File: config.mk
export PLATFORM = sky130hd
export DESIGN_NAME = i2c_slave_rx_flat
export DESIGN_NICKNAME = d
export VERILOG_FILES = /design/src/rtl/i2c_pkg.sv /design/src/rtl/i2c_slave_rx_if.sv /design/src/rtl/i2c_line_sync.sv /design/src/rtl/i2c_slave_rx.sv /design/src/flat_wrapper.sv
export SDC_FILE = /design/constraint.sdc
export NUM_CORES = 1
export LEC_CHECK = 0
export ABC_AREA = 0
export CAP_MARGIN = 10
export CORE_UTILIZATION = 55
export DETAILED_ROUTE_END_ITERATION = 12
export PLACE_DENSITY = 0.88
export SLEW_MARGIN = 20
export SYNTH_ARGS = -nofsm -noshare
export SYNTH_HDL_FRONTEND = slang
export SYNTH_SLANG_ARGS = --single-unit
File: constraint.sdc
create_clock -name clk -period 2.5 [get_ports clk]
set_clock_uncertainty 0.15 [all_clocks]
set_input_delay 0.625 -clock clk [delete_from_list [all_inputs] [get_ports clk]]
set_output_delay 0.625 -clock clk [all_outputs]
set_load 0.02 [all_outputs]
File: src/rtl/i2c_pkg.sv
// Shared types and widths for the I2C write-only target.
package i2c_pkg;

    localparam int unsigned I2C_ADDR_W = 7;
    localparam int unsigned I2C_BYTE_W = 8;

    typedef enum logic [2:0] {
        StIdle,
        StAddr,
        StAddrAck,
        StData,
        StDataAck,
        StIgnore
    } i2c_rx_state_t;

endpackage

File: src/rtl/i2c_slave_rx_if.sv
// Pin and fabric-side signal bundle of the I2C write-only target.
interface i2c_slave_rx_if #(
    parameter int unsigned CNT_W = 4
);
    import i2c_pkg::*;

    logic                  scl_in;
    logic                  sda_in;
    logic                  sda_oe;
    logic [I2C_BYTE_W-1:0] rx_data;
    logic                  rx_valid;
    logic [CNT_W-1:0]      rx_count;
    logic                  addressed;
    logic                  stop_pulse;

    modport master (
        output scl_in, sda_in,
        input  sda_oe, rx_data, rx_valid, rx_count, addressed, stop_pulse
    );

    modport slave (
        input  scl_in, sda_in,
        output sda_oe, rx_data, rx_valid, rx_count, addressed, stop_pulse
    );

endinterface

File: src/rtl/i2c_line_sync.sv
// Synchronizes SCL/SDA and derives SCL edges plus START/STOP conditions.
module i2c_line_sync (
    input  logic clk,
    input  logic rst,
    input  logic scl_in,
    input  logic sda_in,
    input  logic mask,
    output logic scl_rise,
    output logic scl_fall,
    output logic start_det,
    output logic stop_det,
    output logic sda_sync
);

    logic [1:0] scl_sync_q;
    logic [1:0] sda_sync_q;
    logic       scl_prev_q;
    logic       sda_prev_q;
    logic [2:0] warm_q;
    logic       scl_s;
    logic       sda_s;
    logic       live;

    always_ff @(posedge clk) begin
        if (rst) begin
            scl_sync_q <= 2'b11;
            sda_sync_q <= 2'b11;
            scl_prev_q <= 1'b1;
            sda_prev_q <= 1'b1;
            warm_q     <= 3'b000;
        end else begin
            scl_sync_q <= {scl_sync_q[0], scl_in};
            sda_sync_q <= {sda_sync_q[0], sda_in};
            scl_prev_q <= scl_sync_q[1];
            sda_prev_q <= sda_sync_q[1];
            warm_q     <= {warm_q[1:0], 1'b1};
        end
    end

    // Events are suppressed until the pipeline holds real pin levels, so the
    // reset value of 1 cannot fake a START against a bus already in progress.
    assign live  = warm_q[2];
    assign scl_s = scl_sync_q[1];
    assign sda_s = sda_sync_q[1];

    always_comb begin
        sda_sync  = sda_s;
        scl_rise  = live & scl_s & ~scl_prev_q;
        scl_fall  = live & ~scl_s & scl_prev_q;
        start_det = live & ~mask & scl_s & scl_prev_q & sda_prev_q & ~sda_s;
        stop_det  = live & ~mask & scl_s & scl_prev_q & ~sda_prev_q & sda_s;
    end

endmodule

File: src/rtl/i2c_slave_rx.sv
// Write-only I2C target: address match, ACK generation and byte delivery.
module i2c_slave_rx
    import i2c_pkg::*;
#(
    parameter logic [I2C_ADDR_W-1:0] SLAVE_ADDR = 7'h50,
    parameter int unsigned           CNT_W      = 4
) (
    input logic            clk,
    input logic            rst,
    i2c_slave_rx_if.slave  bus
);

    i2c_rx_state_t         state_q, state_d;
    logic [I2C_BYTE_W-1:0] shift_q, shift_d, shift_next;
    logic [2:0]            bit_cnt_q, bit_cnt_d;
    logic                  bit_done_q, bit_done_d;
    logic                  sda_oe_q, sda_oe_d;
    logic [I2C_BYTE_W-1:0] rx_data_q, rx_data_d;
    logic                  rx_valid_q, rx_valid_d;
    logic [CNT_W-1:0]      rx_count_q, rx_count_d;
    logic                  addressed_q, addressed_d;
    logic                  stop_pulse_q, stop_pulse_d;

    logic scl_rise, scl_fall, start_det, stop_det, sda_sync;
    logic addr_match;

    i2c_line_sync u_line_sync (
        .clk       (clk),
        .rst       (rst),
        .scl_in    (bus.scl_in),
        .sda_in    (bus.sda_in),
        .mask      (sda_oe_q),
        .scl_rise  (scl_rise),
        .scl_fall  (scl_fall),
        .start_det (start_det),
        .stop_det  (stop_det),
        .sda_sync  (sda_sync)
    );

    assign shift_next = {shift_q[I2C_BYTE_W-2:0], sda_sync};
    assign addr_match = (shift_next[I2C_BYTE_W-1:1] == SLAVE_ADDR) && !shift_next[0];

    always_comb begin
        state_d      = state_q;
        shift_d      = shift_q;
        bit_cnt_d    = bit_cnt_q;
        bit_done_d   = bit_done_q;
        sda_oe_d     = sda_oe_q;
        rx_data_d    = rx_data_q;
        rx_valid_d   = 1'b0;
        rx_count_d   = rx_count_q;
        addressed_d  = addressed_q;
        stop_pulse_d = 1'b0;

        if (stop_det) begin
            state_d      = StIdle;
            sda_oe_d     = 1'b0;
            addressed_d  = 1'b0;
            stop_pulse_d = addressed_q;
        end else if (start_det) begin
            state_d     = StAddr;
            shift_d     = '0;
            bit_cnt_d   = 3'd0;
            bit_done_d  = 1'b0;
            sda_oe_d    = 1'b0;
            addressed_d = 1'b0;
        end else begin
            unique case (state_q)
                StIdle: ;
                StAddr: begin
                    if (scl_rise && !bit_done_q) begin
                        shift_d = shift_next;
                        if (bit_cnt_q == 3'd7) begin
                            if (addr_match) bit_done_d = 1'b1;
                            else            state_d    = StIgnore;
                        end else begin
                            bit_cnt_d = bit_cnt_q + 3'd1;
                        end
                    end else if (scl_fall && bit_done_q) begin
                        sda_oe_d    = 1'b1;
                        addressed_d = 1'b1;
                        rx_count_d  = '0;
                        state_d     = StAddrAck;
                    end
                end
                StAddrAck, StDataAck: begin
                    if (scl_fall) begin
                        sda_oe_d   = 1'b0;
                        bit_cnt_d  = 3'd0;
                        bit_done_d = 1'b0;
                        state_d    = StData;
                    end
                end
                StData: begin
                    if (scl_rise && !bit_done_q) begin
                        shift_d = shift_next;
                        if (bit_cnt_q == 3'd7) bit_done_d = 1'b1;
                        else                   bit_cnt_d  = bit_cnt_q + 3'd1;
                    end else if (scl_fall && bit_done_q) begin
                        rx_data_d  = shift_q;
                        rx_valid_d = 1'b1;
                        if (rx_count_q != '1) rx_count_d = rx_count_q + 1'b1;
                        sda_oe_d   = 1'b1;
                        state_d    = StDataAck;
                    end
                end
                StIgnore: sda_oe_d = 1'b0;
                default:  state_d  = StIdle;
            endcase
        end
    end

    always_ff @(posedge clk) begin
        if (rst) begin
            state_q      <= StIdle;
            shift_q      <= '0;
            bit_cnt_q    <= 3'd0;
            bit_done_q   <= 1'b0;
            sda_oe_q     <= 1'b0;
            rx_data_q    <= '0;
            rx_valid_q   <= 1'b0;
            rx_count_q   <= '0;
            addressed_q  <= 1'b0;
            stop_pulse_q <= 1'b0;
        end else begin
            state_q      <= state_d;
            shift_q      <= shift_d;
            bit_cnt_q    <= bit_cnt_d;
            bit_done_q   <= bit_done_d;
            sda_oe_q     <= sda_oe_d;
            rx_data_q    <= rx_data_d;
            rx_valid_q   <= rx_valid_d;
            rx_count_q   <= rx_count_d;
            addressed_q  <= addressed_d;
            stop_pulse_q <= stop_pulse_d;
        end
    end

    assign bus.sda_oe     = sda_oe_q;
    assign bus.rx_data    = rx_data_q;
    assign bus.rx_valid   = rx_valid_q;
    assign bus.rx_count   = rx_count_q;
    assign bus.addressed  = addressed_q;
    assign bus.stop_pulse = stop_pulse_q;

endmodule
File: src/flat_wrapper.sv
// flat-port wrapper written by rule: the top's interface ports become plain ports
module i2c_slave_rx_flat import i2c_pkg::*;
#(
    parameter logic [I2C_ADDR_W-1:0] SLAVE_ADDR = 7'h50,
    parameter int unsigned           CNT_W      = 4
)
  (clk, rst, bus_scl_in, bus_sda_in, bus_sda_oe, bus_rx_data, bus_rx_valid, bus_rx_count, bus_addressed, bus_stop_pulse);
  i2c_slave_rx_if #(.CNT_W(CNT_W)) bus_i ();
  input logic clk;
  input logic rst;
  input wire logic [$bits(bus_i.scl_in)-1:0] bus_scl_in;
  input wire logic [$bits(bus_i.sda_in)-1:0] bus_sda_in;
  output wire logic [$bits(bus_i.sda_oe)-1:0] bus_sda_oe;
  output wire logic [$bits(bus_i.rx_data)-1:0] bus_rx_data;
  output wire logic [$bits(bus_i.rx_valid)-1:0] bus_rx_valid;
  output wire logic [$bits(bus_i.rx_count)-1:0] bus_rx_count;
  output wire logic [$bits(bus_i.addressed)-1:0] bus_addressed;
  output wire logic [$bits(bus_i.stop_pulse)-1:0] bus_stop_pulse;
  assign bus_i.scl_in = bus_scl_in;
  assign bus_i.sda_in = bus_sda_in;
  assign bus_sda_oe = bus_i.sda_oe;
  assign bus_rx_data = bus_i.rx_data;
  assign bus_rx_valid = bus_i.rx_valid;
  assign bus_rx_count = bus_i.rx_count;
  assign bus_addressed = bus_i.addressed;
  assign bus_stop_pulse = bus_i.stop_pulse;
  i2c_slave_rx #(.SLAVE_ADDR(SLAVE_ADDR), .CNT_W(CNT_W)) u_core (.clk(clk), .rst(rst), .bus(bus_i));
endmodule
## Word-level counts from Yosys, hierarchy flattened

Index checks and enable logic that the tools add are counted.

- Reductions and logical operators: 28
- Equality and inequality tests: 33
- Muxes and demuxes: 36
- Add/subtract/negate cells: 2
- Bitwise logic cells: 21

Operators with widths:

| kind | count |
|---|---|
| $mux W3 | 11 |
| $ne A3 B1 Y1 const B | 9 |
| $mux W8 | 3 |
| $mux W4 | 5 |
| $reduce_and A8 Y1 | 2 |
| $reduce_and A7 Y1 | 2 |
| $mux W1 | 12 |
| $ne A2 B1 Y1 const B | 6 |
| $pmux W3 S4 | 1 |
| $and A1 B1 Y1 | 11 |
| $not A1 Y1 | 10 |
| $reduce_and A5 Y1 | 2 |
| $reduce_or A2 Y1 | 5 |
| $eq A3 B3 Y1 const B | 3 |
| $ne A4 B3 Y1 const B | 2 |
| $pmux W4 S2 | 1 |
| $eq A7 B7 Y1 const B | 1 |
| $eq A3 B2 Y1 const B | 2 |
| $ne A2 B2 Y1 const B | 3 |
| $ne A3 B2 Y1 const B | 2 |
| $ne A3 B3 Y1 const B | 2 |
| $pmux W1 S3 | 2 |
| $pmux W3 S2 | 1 |
| $reduce_and A3 Y1 | 2 |
| other kinds (14) | 20 |

- Flip-flop bits (word level): 40
- Word-level logic and storage cells: 137
- Output and inout port bits: 16
- Input bits: 4

## Logic depth before layout (Yosys ltp)

- Word-level depth: 8
- Mapped depth: 7
- Mapped depth without buffers: 7

## Cells and area by module

A second synthesis with hierarchy kept.

- Cell total of the unflattened synthesis: 190
- Area, all modules: 1752.9 um2

By module, submodules not included:

| module | instances | sequential area each (um2) | cells each | area each (um2) |
|---|---|---|---|---|
| i2c_slave_rx | 1 | 620.6 | 165 | 1463.9 |
| i2c_line_sync | 1 | 180.2 | 25 | 289.0 |

## Worst setup path before layout

Ideal clock, no wire load.

- Path kind: reg-to-reg
- Start point: register u_core.bit_cnt_q[0]
- End point: register u_core.state_q[0]
- Clock period less this slack: 1828 ps
- Cell stages (with the launch flop): 8
- Library setup time: 136 ps
- Arrival: 1543 ps
- Setup slack: 672 ps
- Cell sequence: dfxtp_1 > ha_1 > ha_1 > nand4bb_1 > a211oi_1 > o32ai_2 > nor4_1 > a2111oi_2

- Longest elaborated chain between the ends: 3

Ends and longest elaborated chain:

| what | line | source |
|---|---|---|
| start: declaration | i2c_slave_rx.sv:15 | `logic [2:0] bit_cnt_q, bit_cnt_d;` |
| start signal: assignment | i2c_slave_rx.sv:128 | `bit_cnt_q <= bit_cnt_d;` |
| $eq A3 B3 Y1 | i2c_slave_rx.sv:73 | `if (bit_cnt_q == 3'd7) begin` |
| $ne A4 B3 Y1 (no line) | - |  |
| $reduce_and A7 Y1 (no line) | - |  |
| end signal: assignment | i2c_slave_rx.sv:115 | `state_q <= StIdle;` |
| end signal: assignment | i2c_slave_rx.sv:126 | `state_q <= state_d;` |
| end: declaration | i2c_slave_rx.sv:13 | `i2c_rx_state_t state_q, state_d;` |

Every way passes these cells.
A chain may end at the register's enable or synchronous reset.

## Final worst setup path

- Start point: register u_core.rx_count_q[0] (netlist: u_core.bus.rx_count[0])
- End point: output bus_rx_count[0]

RTL lines:

| what | line | source |
|---|---|---|
| start: declaration | i2c_slave_rx.sv:20 | `logic [CNT_W-1:0] rx_count_q, rx_count_d;` |
| start signal: assignment | i2c_slave_rx.sv:133 | `rx_count_q <= rx_count_d;` |
| end: declaration | flat_wrapper.sv:16 | `output wire logic [$bits(bus_i.rx_count)-1:0] bus_rx_count;` |

No word-level cell between the ends.

==> reports/qor_table.md <==
| Step | Quantity | Value |
| --- | --- | --- |
| power | Maximum VDD drop | 0.3857 mV |
| logic synthesis | Main combinational cell family by area after synthesis | simple AND/OR/NAND/NOR gates |
| floorplan | Die area | 3558 um2 |
| timing | Total negative slack for setup checks | 0 ns |
| timing | Headroom to the max-slew limit | 62.46% |
| global route | Number of global-route vias before repair | 1231 |
| route | Routed len/inst | 13.43 um |
| logic synthesis | Post-Synth Simple-Gate Area | 28.47% |
| clocking | Clock latency on the worst-skew pair | 0.35 ns |
| worst setup path | Element type at the critical path end | output port |
| worst hold path | Min-Delay Path Class | register to register |
| floorplan | Die width | 59.65 um |
| logic synthesis | Cell area after synthesis | 1828 um2 |
| clocking | CTS root buf | clkbuf_4 |
| timing | Max-slew violation total from the final report | 0 |
| worst setup path | Cell with the largest stage delay on the worst path | clkdlybuf4s50_1 |
| cells and area | Antenna diode instance count | 0 |
| route | Initial drt markers | 125 |
| cells and area | Final non-filler cell total | 270 |
| timing | Final count of hold timing violations | 0 |
| clocking | Clock tree sinks | 40 |
| logic synthesis | Post-synth cell types | 47 |
| place | Final RePlAce weighted congestion | 0.9074 |
| timing | Final-layout worst hold slack | 0.2752 ns |
| place | Placed Instances | 262 |
| worst setup path | Type of the worst setup path | register to output port |
| worst setup path | Data arrival time of the critical path | 1.37 ns |
| timing | Count of endpoints failing setup in the final report | 0 |
| worst setup path | Slowest cell delay on critical path | 0.62 ns |
| floorplan | Count of pins on the block boundary | 20 |
| logic synthesis | Post-synthesis instance total | 210 |
| clocking | Number of buffers added for setup after CTS | 0 |
| logic synthesis | Fraction of synthesized area in multiplexers | 4.928% |
| route | DRC | 0 |
| timing | Timing-limited maximum frequency | 0.4660 GHz |
| cells and area | Area of the multi-input gates | 943.4 um2 |
| clocking | Number of H-tree branching levels | 2 |
| flow run | Maximum capacitance violations | 0 |
| route | Via density | 5.611 |
| worst setup path | CP required | 1.73 ns |
| route | Count of nets left with antenna violations after detail routing | 0 |
| floorplan | Placeable core region | 3103 um2 |
| global route | Global routing usage summed across all routing layers | 22.04% |
| logic synthesis | Mean instance size in the synthesized netlist | 8.705 um2 |
| run status | Result of the run | complete, no violations |
| logic synthesis | Primary flip-flop cell chosen by synthesis mapping | dfxtp_1 |
| place | Setup Slack @ Placement | 0.5007 ns |
| cells and area | Design area | 2076 um2 |
| timing | Post-route fraction of the period consumed by the critical path | 85.84% |
| worst setup path | Buf/Inv on CP | 1 |
| global route | First-pass GRT wire length | 5851 um |
| worst setup path | Worst-path fanout max | 5 |
| route | DR vias | 1515 |
| clocking | Num CTS Buffers | 5 |
| cells and area | Storage cell area | 800.8 um2 |
| cells and area | Filler cells | 270 |
| timing | Minimum period implied by the final worst setup slack | 2.146 ns |
| timing | Setup repair after global routing missed its margin | false |
| logic synthesis | Count of flip-flops with a built-in enable after synthesis | 0 |
| worst setup path | Critical path cell sequence | clkdlybuf4s50_1 |
| route | Routed WL | 3625 um |
| global route | Number of antenna violations at the first check in global routing | 0 |
| logic synthesis | Xor/xnor cell area share of the yosys netlist | 0.9582% |
| worst setup path | Startpoint type of the worst setup path | register |
| power | Power density over the cells | 483.0 nW/um2 |
| floorplan | Height of the die | 59.65 um |
| logic synthesis | Adder-cell area share of the yosys netlist | 2.053% |
| global route | Global route overflow | 0 |
| cells and area | Proportion of layout cells with a drive suffix above 1 | 11.06% |
| power | Cell leakage power | 0.8196 nW |
| logic synthesis | Area fraction in compound gates after synthesis | 15.20% |
| timing | Worst Max-Slew Pin Slew | 0.5623 ns |
| cells and area | Number of nets in the layout | 232 |
| clocking | Clock-pin slew of the registers on the worst-case setup and hold paths | 0.11 ns |
| floorplan | Initial core utilization | 58.91% |
| power | Overall power | 1.003 mW |
| clocking | Number of instances resized during post-cts repair | 0 |
| floorplan | Row count | 20 |
| cells and area | Final core utilization | 66.90% |
| logic synthesis | Synth Warn # | 0 |
| place | DP HPWL | 2378 um |
| place | IO Port Bufs | 19 |
| logic synthesis | Total of flip-flops plus latches after synthesis | 40 |
| clocking | CTS Buffer Depth | 2 |
| clocking | Clock tree from TritonCTS | built |
| timing | Worst Slack Setup Final | 0.3541 ns |
| logic synthesis | Share of flip-flops with an asynchronous set or reset after synthesis | 0% |
| cells and area | Area growth from synthesis to final layout | 13.55% |
| clocking | Number of hold buffers added after CTS | 0 |
| global route | Pin count of the biggest net entering global routing | 36 |
| worst setup path | Gate family responsible for the most delay along the worst path | buffers and inverters |
| logic synthesis | Net count after synthesis | 217 |
| route | Iteration count of the initial detailed-routing pass | 4 |
| place | Placed standard-cell area | 2019 um2 |
| logic synthesis | Proportion of synthesized chip area in sequential cells | 43.81% |
sequential cells by signal (all words and copies together) (netlist names), 2 cells and up:
signal and cells:
u_core.bit_cnt_q 3, u_core.bus.rx_count 4, u_core.bus.rx_data 8, u_core.shift_q 8, u_core.state_q 3, u_core.u_line_sync.scl_sync_q 2
u_core.u_line_sync.sda_sync_q 2, u_core.u_line_sync.warm_q 3
report_power, final:
part / leakage [nW] / total, mW / switching [mW] / internal (mW)
combinational: 0.461 / 0.0328 / 0.0190 / 0.0138
sequential: 0.324 / 0.650 / 0.00584 / 0.644
clock: 0.0349 / 0.320 / 0.212 / 0.108
cells in the final DEF, fill, tap and decap left out, types with 5 or more instances in the layout:
cell type | synthesis | layout
o21ai_0 | 7 | 7
or2_2 | 6 | 6
clkdlybuf4s50_1 | 0 | 19
nor2_1 | 19 | 19
nand3_1 | 10 | 10
clkbuf_4 | 0 | 5
nand2_1 | 24 | 24
dfxtp_1 | 40 | 40
mux2i_1 | 9 | 9
nor2b_1 | 7 | 7
a21oi_1 | 22 | 22
worst paths after layout:
check                                                       from                                to  slack, ns  cells past startpoint
worst max-delay path                      u_core.bus.rx_count[0]                   bus_rx_count[0]       0.35                      1
worst min-delay path            u_core.u_line_sync.scl_sync_q[0]  u_core.u_line_sync.scl_sync_q[1]       0.28                      1
worst max register to register               u_core.bit_cnt_q[0]                 u_core.state_q[0]       0.45                      7
worst min register to register  u_core.u_line_sync.scl_sync_q[0]  u_core.u_line_sync.scl_sync_q[1]       0.28                      1
cell type report:
class	count	area share, %
clock buffer	5	1.808
inverter	2	0.3617
multi-input combinational	154	45.45
tap	44	2.652
timing repair buffer	22	10.25
clock inverter	3	0.9042
sequential	40	38.58
cell usage after synthesis, drive strengths merged (2+ instances only):
master  number  area [um2]
and3b        2       17.52
buf          9       56.30
nor3         3       15.01
clkbuf       5       20.01
a31o         2       17.52
ha           3       37.54
nand2b       3       18.77
or2          7       43.80
nor2        19       71.32
mux2i        9       90.09
nand3b       5       41.29
o21ai        8       40.03
nand3       10       50.05
nand2       24       90.09
inv          2       7.510
dfxtp       40       800.8
or3          2       12.51
nor2b        7       43.79
a21oi       23       118.9
and3         3       18.77
nand4        3       18.77
nor4         3       18.77
cell families after synthesis:
| group | after synthesis |
|---|---|
| and+or+nand+nor | 97 |
| AOI/OAI and AO/OA | 43 |
| muxes | 9 |
| adders and majority gates | 3 |
| buffers and inverters | 16 |
| xor gates and xnor gates | 2 |
| DFF | 40 |
per-layer routing:
metal | GRT usage [%] | up-vias | routed length [um]
met4 | 8.638 | 0 | 46
met5 | 0 | - | 0
li1 | - | 762 | -
met3 | 5.844 | 6 | 158
met2 | 32.70 | 31 | 1662
met1 | 30.41 | 716 | 1757
(Power assumes the default switching activity.)
